--- config.mk ---
export PLATFORM = sky130hd
export DESIGN_NAME = clk_edge_gen_flat
export DESIGN_NICKNAME = d
export VERILOG_FILES = /design/src/rtl/clk_edge_gen_if.sv /design/src/rtl/clk_edge_gen.sv /design/src/flat_wrapper.sv
export SDC_FILE = /design/constraint.sdc
export NUM_CORES = 1
export LEC_CHECK = 0
export BUFFER_PORTS_ARGS = -buffer_cell sky130_fd_sc_hd__buf_2
export CORE_MARGIN = 2
export CORE_UTILIZATION = 35
export DETAILED_ROUTE_END_ITERATION = 10
export GPL_TIMING_DRIVEN = 0
export PLACE_DENSITY = 0.51
export SYNTH_ARGS = -nofsm -noshare
export SYNTH_HDL_FRONTEND = slang
export SYNTH_SLANG_ARGS = --single-unit
--- constraint.sdc ---
create_clock -name clk -period 2.2 [get_ports clk]
set_clock_uncertainty 0.05 [all_clocks]
set_input_delay 0 -clock clk [delete_from_list [all_inputs] [get_ports clk]]
set_output_delay 0 -clock clk [all_outputs]
set_load 0.01 [all_outputs]
--- src/rtl/clk_edge_gen_if.sv ---
// Handshake and clock-output bundle of the programmable edge generator.
// The master side requests a run and supplies divide ratios; the slave side is the generator.
interface clk_edge_gen_if #(
    parameter int unsigned CNT_W = 8
);
    logic             en;
    logic [CNT_W-1:0] div_in;
    logic             div_valid;
    logic             div_ready;
    logic             clk_out;
    logic             rise_pulse;
    logic             fall_pulse;
    logic             running;

    modport master (
        output en,
        output div_in,
        output div_valid,
        input  div_ready,
        input  clk_out,
        input  rise_pulse,
        input  fall_pulse,
        input  running
    );

    modport slave (
        input  en,
        input  div_in,
        input  div_valid,
        output div_ready,
        output clk_out,
        output rise_pulse,
        output fall_pulse,
        output running
    );
endinterface

--- src/rtl/clk_edge_gen.sv ---
// Glitch-free 50% duty clock generator with half-period of div_act clk cycles and
// one-cycle rise/fall strobes; ratio updates land only on period boundaries.
module clk_edge_gen #(
    parameter int unsigned CNT_W       = 8,
    parameter int unsigned DEFAULT_DIV = 4
) (
    input logic           clk,
    input logic           rst,
    clk_edge_gen_if.slave bus_io
);
    typedef enum logic [1:0] {StIdle, StHigh, StLow} state_e;

    localparam logic [CNT_W-1:0] DefDiv = CNT_W'(DEFAULT_DIV);
    localparam logic [CNT_W-1:0] One    = CNT_W'(1);

    state_e           state_q;
    logic [CNT_W-1:0] cnt_q;
    logic [CNT_W-1:0] div_act_q;
    logic [CNT_W-1:0] pend_q;
    logic             pend_vld_q;
    logic             clk_out_q;
    logic             rise_q;
    logic             fall_q;

    logic             accept;
    logic             cnt_zero;
    logic             enter_high;
    logic [CNT_W-1:0] div_clamped;
    logic [CNT_W-1:0] div_next;

    assign accept      = bus_io.div_valid & ~pend_vld_q;
    assign cnt_zero    = (cnt_q == '0);
    assign div_clamped = (bus_io.div_in == '0) ? One : bus_io.div_in;
    // en only matters in IDLE and at the last LOW cycle
    assign enter_high  = bus_io.en & ((state_q == StIdle) | ((state_q == StLow) & cnt_zero));
    assign div_next    = pend_vld_q ? pend_q : div_act_q;

    always_ff @(posedge clk) begin
        if (rst) begin
            state_q    <= StIdle;
            cnt_q      <= '0;
            div_act_q  <= DefDiv;
            pend_q     <= '0;
            pend_vld_q <= 1'b0;
            clk_out_q  <= 1'b0;
            rise_q     <= 1'b0;
            fall_q     <= 1'b0;
        end else begin
            rise_q <= 1'b0;
            fall_q <= 1'b0;
            if (enter_high) begin
                state_q    <= StHigh;
                clk_out_q  <= 1'b1;
                rise_q     <= 1'b1;
                cnt_q      <= div_next - One;
                div_act_q  <= div_next;
                pend_vld_q <= 1'b0;
            end else begin
                unique case (state_q)
                    StIdle: ;
                    StHigh: begin
                        if (cnt_zero) begin
                            state_q   <= StLow;
                            clk_out_q <= 1'b0;
                            fall_q    <= 1'b1;
                            cnt_q     <= div_act_q - One;
                        end else begin
                            cnt_q <= cnt_q - One;
                        end
                    end
                    StLow: begin
                        if (cnt_zero) begin
                            state_q <= StIdle;
                        end else begin
                            cnt_q <= cnt_q - One;
                        end
                    end
                    default: state_q <= StIdle;
                endcase
            end
            // A ratio arriving on a HIGH entry edge waits for the following period
            if (accept) begin
                if ((state_q == StIdle) && !enter_high) begin
                    div_act_q <= div_clamped;
                end else begin
                    pend_q     <= div_clamped;
                    pend_vld_q <= 1'b1;
                end
            end
        end
    end

    assign bus_io.div_ready  = ~pend_vld_q;
    assign bus_io.clk_out    = clk_out_q;
    assign bus_io.rise_pulse = rise_q;
    assign bus_io.fall_pulse = fall_q;
    assign bus_io.running    = (state_q != StIdle);
endmodule

--- src/flat_wrapper.sv ---
// flat-port wrapper written by rule: the top's interface ports become plain ports
module clk_edge_gen_flat 
#(
    parameter int unsigned CNT_W       = 8,
    parameter int unsigned DEFAULT_DIV = 4
)
  (clk, rst, bus_io_en, bus_io_div_in, bus_io_div_valid, bus_io_div_ready, bus_io_clk_out, bus_io_rise_pulse, bus_io_fall_pulse, bus_io_running);
  clk_edge_gen_if #(.CNT_W(CNT_W)) bus_io_i ();
  input logic clk;
  input logic rst;
  input wire logic [$bits(bus_io_i.en)-1:0] bus_io_en;
  input wire logic [$bits(bus_io_i.div_in)-1:0] bus_io_div_in;
  input wire logic [$bits(bus_io_i.div_valid)-1:0] bus_io_div_valid;
  output wire logic [$bits(bus_io_i.div_ready)-1:0] bus_io_div_ready;
  output wire logic [$bits(bus_io_i.clk_out)-1:0] bus_io_clk_out;
  output wire logic [$bits(bus_io_i.rise_pulse)-1:0] bus_io_rise_pulse;
  output wire logic [$bits(bus_io_i.fall_pulse)-1:0] bus_io_fall_pulse;
  output wire logic [$bits(bus_io_i.running)-1:0] bus_io_running;
  assign bus_io_i.en = bus_io_en;
  assign bus_io_i.div_in = bus_io_div_in;
  assign bus_io_i.div_valid = bus_io_div_valid;
  assign bus_io_div_ready = bus_io_i.div_ready;
  assign bus_io_clk_out = bus_io_i.clk_out;
  assign bus_io_rise_pulse = bus_io_i.rise_pulse;
  assign bus_io_fall_pulse = bus_io_i.fall_pulse;
  assign bus_io_running = bus_io_i.running;
  clk_edge_gen #(.CNT_W(CNT_W), .DEFAULT_DIV(DEFAULT_DIV)) u_core (.clk(clk), .rst(rst), .bus_io(bus_io_i));
endmodule
After elaboration in Yosys (flattened, before gate mapping):

Index checks and enable logic that the tools add are counted.

* bits in registers: 30
* input port bits: 12
* output and inout bits: 5
* word-level logic and storage cells: 65

* add/subtract/negate cells: 3
* eq/ne operators: 8
* mux-type cells: 21
* bitwise gates (word level): 8
* reductions and logical operators: 16

Operators with widths (number)
* $mux 8: 8
* $sub 8x1->8 const B: 3
* $logic_not 8->1: 2
* $pmux 8 s2: 1
* $mux 1: 9
* $ne 2x1->1 const B: 3
* $ne 3x1->1 const B: 2
* $pmux 2 s3: 1
* $reduce_and 2->1: 3
* $reduce_and 3->1: 2
* $reduce_bool 2->1: 3
* $mux 2: 2
* $not 1->1: 4
* $and 1x1->1: 3
* $ne 3x3->1 const B: 1
* $reduce_bool 3->1: 1
* $reduce_or 3->1: 1
* $eq 2x1->1 const B: 1
* $eq 2x2->1 const B: 1
* $logic_not 2->1: 1
* $reduce_or 2->1: 1
* $logic_and 1x1->1: 1
* $logic_not 1->1: 1
* $or 1x1->1: 1

Longest topological paths before layout:

* word-level depth: 8
* depth in mapped cells: 10
* mapped depth without buffers: 7

Worst setup path after synthesis:

OpenSTA, ideal clock, no wires.

* kind: register -> register
* from: reg u_core.state_q[0]
* to: reg u_core.cnt_q[2]
* arrival time: 1.777 ns
* required time: 2.015 ns
* setup slack: 0.238 ns
* stages on the path, launching flop included: 11
* path buffers: 3
* period minus slack after synthesis: 1.962 ns
* path through: dfxtp_1 > inv_1 > ha_1 > buf_2 > nor4b_4 > a21o_4 > and2_1 > buf_6 > buf_8 > a311oi_1 > a211oi_1

* longest elaborated chain between the ends: 6
* elaborated cells between the ends (all ways): 11
* classes of those cells: eq/ne (3); mux (2); bitwise (3); reduce/logical (3)

Ends and longest elaborated chain
* from (decl): RTL line clk_edge_gen.sv:16 `state_e state_q;`
* from (signal assigned): RTL line clk_edge_gen.sv:40 `state_q <= StIdle;`
* from (signal assigned): RTL line clk_edge_gen.sv:52 `state_q <= StHigh;`
* from (signal assigned): RTL line clk_edge_gen.sv:63 `state_q <= StLow;`
* $eq 2x2->1: RTL line clk_edge_gen.sv:35, clk_edge_gen.sv:59
* $and 1x1->1: RTL line clk_edge_gen.sv:35 `assign enter_high = bus_io.en & ((state_q == StIdle) | ((state_q == StLow) & cnt_zero));`
* $or 1x1->1: RTL line clk_edge_gen.sv:35
* $and 1x1->1: RTL line clk_edge_gen.sv:35
* $ne 3x3->1 (no source line) / $reduce_bool 3->1 (equally long branches)
* $reduce_and 2->1 (no source line)
* to (signal assigned): RTL line clk_edge_gen.sv:55 `cnt_q <= div_next - One;`
* to (signal assigned): RTL line clk_edge_gen.sv:66 `cnt_q <= div_act_q - One;`
* to (signal assigned): RTL line clk_edge_gen.sv:68 `cnt_q <= cnt_q - One;`
* to (decl): RTL line clk_edge_gen.sv:17 `logic [CNT_W-1:0] cnt_q;`

Several ways; a longest one is shown, not always the timed one.
A chain may end at the register's enable or synchronous reset.

Worst setup path in the final report:

* from: reg u_core.state_q[0]
* to: reg u_core.div_act_q[0]

* longest elaborated chain between the ends: 8
* elaborated cells between the ends (all ways): 10
* classes of those cells: eq/ne (1); mux (3); bitwise (3); reduce/logical (3)

Ends and longest elaborated chain
* $eq 2x2->1: RTL line clk_edge_gen.sv:35
* $and 1x1->1: RTL line clk_edge_gen.sv:35
* $or 1x1->1: RTL line clk_edge_gen.sv:35
* $and 1x1->1: RTL line clk_edge_gen.sv:35
* $logic_not 1->1: RTL line clk_edge_gen.sv:83 `if ((state_q == StIdle) && !enter_high) begin`
* $logic_and 1x1->1: RTL line clk_edge_gen.sv:83
* $mux 8: RTL line clk_edge_gen.sv:83
* $mux 8 *: RTL line clk_edge_gen.sv:82 `if (accept) begin`
* to (signal assigned): RTL line clk_edge_gen.sv:42 `div_act_q <= DefDiv;`
* to (signal assigned): RTL line clk_edge_gen.sv:56 `div_act_q <= div_next;`
* to (signal assigned): RTL line clk_edge_gen.sv:84 `div_act_q <= div_clamped;`
* to (decl): RTL line clk_edge_gen.sv:18 `logic [CNT_W-1:0] div_act_q;`

Every way passes the cells marked *; elsewhere a longest branch is shown, timed or not.

==> impl_metrics.toml <==
[timing]
fin_crit_sh_pct = 94.7
fin_ws_ns = 0.117
slew_headroom_pct = 54.4
clock.fmax_ghz = 0.480
timing_worst_slew_pin_value_ns = 0.684
final-max-slew-violation-count = 0
rsz0062_at_grt = "false"
hold_viol = 0
finalCriticalPeriod_ns = 2.08
timing.setup.tns_ns = 0
finalSetupViolCount = 0

[floorplan]
chipHeight_um = 78.6
die-area_sq_um = 6170
dieWidth_um = 78.6
initial_core_util_pct = 35.8
core_sq_um = 5440
top_level_ports = 17
placementRows = 27

[critical_path]
max_stage_delay_ns = 0.35
timing_worst_setup_path_type = "reg2reg"
timing.critical_path.required_ns = 2.32
crit_path_cell_trace = "inv_1 -> ha_1 -> buf_4 -> nor4b_4 -> a21o_4 -> and2_1 -> buf_6 -> buf_8 -> nand2_1 -> a31o_2"
critPathTopFamily = "buffers and inverters"
worstPathBufferInverterCount = 4
crit_path_max_fanout = 10
critical_path.startpoint_type = "flip-flop"
crit_arrival_ns = 2.20
worst_path_max_delay_cell = "dfxtp_4"
endpoint_kind = "flip-flop"

[final_layout]
num-nets-final = 289
drive_gt1_share_pct = 18.5
fillerInstances = 564
finish.utilization_pct = 43.2
n_antenna_cell = 0
synthToLayoutAreaGrowth_pct = 20.8

[place]
gp_congestion = 0.827
place.port_buffers = 16
dp.final_hpwl_mm = 3.93
post-place-ws_ns = 0.0127

[yosys]
post_synth.cell_area_avg_sq_um = 8.25
yosysUniqueCellTypes = 51
yosysWarnings = 0
synth_enable_flop_cells = 0
synthesis.nets = 255
postSynth.asyncResetShare_pct = 0
synth_area_sq_um = 1950
gate_count_of_the_mapped_netlist = 236
ys_seq_elements = 30
synth_seq_area_share_pct = 30.8
yosys_most_used_dff = "dfxtp_1"

[grt]
grt-busiest-layer = "met2"
grt_use_met3_pct = 3.10
grtUsageTotal_pct = 17.7
grt.overflow.total = 0
globalRouteMet1Util_pct = 23.2
grtUsageMet2_pct = 29.9
initial_antenna_violation_count = 0
grt_pass1_wl_mm = 8.58
first_global_vias = 1669
grt_start_max_net_pins = 11

[drt]
final_antenna_net_count = 0
drc = 0
drt_first_pass_iters = 4
drt_wl_total_mm = 5.27
detail_route.wl_per_cell_um = 15.4
drt_iter0_drc = 98
viasPerCell = 5.22
detailroute.via_count = 1786

[outcome]
run_status = "completed"

[clock_tree]
tritoncts = "built"
cts_max_level = 2
worst_skew_pair.late_latency_ns = 0.28
max-clock-path-buffers = 2
clock_slew_at_reported_path_ffs_ns = 0.06
cts_num_sinks = 30
clockRootBuffer = "clkbuf_8"
cts_buffers = 5

[worst_hold_path]
holdCritPathClass = "in2reg"

[run]
cap_viol_max_count = 0

[power_and_ir_drop]
p_leak_nw = 0.877
ir_worst_vdd_uv = 302
post_layout_power_mw = 1.80
power.density_cell_area_nw_per_um2 = 767
power breakdown:
group          switching (mW)  internal [mW]
Combinational           0.387          0.317
Sequential             0.0734          0.605
Clock                   0.203          0.218
Total                   0.663           1.14
per-stage QoR:
stage | cells | hold WS (ns) | area, sq um
after detailed placement | 324 | 0.215 | 2120
after CTS | 339 | 0.0302 | 2270
after global routing | 342 | 0.0430 | 2350
final | 342 | 0.0277 | 2350
after global placement | 324 | 0.204 | 2120
after floorplan | 236 | 0.0444 | 1950
cell usage after synthesis (all sizes together) (5+ instances only):
cell type	number	share of area [%]
nor2	37	7.1
dfxtp	30	31
nand2	16	3.1
mux2i	14	7.4
a21oi	13	3.3
inv	12	2.3
nor3	12	3.1
o21ai	9	2.3
xnor2	9	4.0
buf	8	3.0
ha	7	4.5
nand3	7	2.1
nor3b	6	2.3
a31oi	5	1.6
placed cells by master (no fill, tap or decap), types with 2 or more instances in the layout:
cell type / netlist / routed
nor2_1: 37 / 37
dfxtp_1: 30 / 28
buf_2: 4 / 19
nand2_1: 16 / 16
inv_1: 12 / 12
mux2i_1: 13 / 12
nor3_1: 12 / 12
a21oi_1: 13 / 12
xnor2_1: 9 / 9
o21ai_0: 9 / 9
dlygate4sd3_1: 0 / 8
buf_4: 1 / 6
nor3b_1: 6 / 6
nand3_1: 6 / 6
ha_1: 7 / 6
a31oi_1: 5 / 5
clkbuf_1: 3 / 5
clkbuf_8: 0 / 5
xor2_1: 4 / 4
nor4_1: 4 / 4
a211oi_1: 4 / 4
a2111oi_0: 4 / 4
o211ai_1: 3 / 3
a211o_1: 3 / 3
nor4b_4: 2 / 2
a21boi_0: 2 / 2
flip-flops by register name, indices dropped and copies added, names as in the netlist:
| register | cells |
|---|---|
| u_core.cnt_q | 8 |
| u_core.div_act_q | 8 |
| u_core.pend_q | 8 |
| u_core.state_q | 2 |
| u_core.bus_io.clk_out | 1 |
| u_core.bus_io.fall_pulse | 1 |
| u_core.bus_io.rise_pulse | 1 |
| u_core.pend_vld_q | 1 |
cell families after synthesis:
| logic type | count (synthesis) | share of synthesized area [%] |
|---|---|---|
| multiplexers | 15 | 7.97 |
| flip-flops | 30 | 30.8 |
| AND/OR/NAND/NOR | 94 | 25.5 |
| XOR/XNOR | 13 | 5.85 |
| AO/OA/AOI/OAI | 54 | 19.5 |
| adder cells (fa/ha/maj) | 7 | 4.50 |
| buffers and inverters | 23 | 5.85 |
worst reg2reg max path: cells and delay by family (launching register included):
family | cells | cell delay (ns)
and+or+nand+nor | 3 | 0.51
buffers and inverters | 4 | 0.51
AOI/OAI and AO/OA | 2 | 0.41
DFF | 1 | 0.35
adders and majority gates | 1 | 0.14
final cells by class:
type	count	area, sq um	share of cell area, %
plain buffers	10	67.6	2.87
multi-input cells	183	1280	54.3
repair buffers	28	190	8.09
well taps	72	90.1	3.83
inverters	12	45.0	1.91
clock buffers	7	76.3	3.24
flip-flops and latches	30	606	25.7
worst paths after layout:
| path | depth (start not counted) | start | end | slack [ns] |
|---|---|---|---|---|
| hold / removal | 3 | bus_io_en | u_core.state_q[0] | 0.03 |
| setup / recovery | 10 | u_core.state_q[0] | u_core.div_act_q[0] | 0.12 |
| hold reg to reg | 2 | u_core.bus_io.clk_out | u_core.bus_io.clk_out | 0.45 |
| setup reg to reg | 10 | u_core.state_q[0] | u_core.div_act_q[0] | 0.12 |
layer usage:
layer / vias to the layer above / wire length (um)
li1: 919 / -
met1: 829 / 2530
met2: 36 / 2540
met3: 2 / 181
met4: 0 / 23
met5: - / 0
what timing repair did:
action,CTS,global route
endpoints found under the setup margin,0,12
buffers inserted,0,4
endpoints found under the hold margin,13,0
hold buffers,8,0
gates resized for setup,0,13
Power figures use the tool's default switching activity.
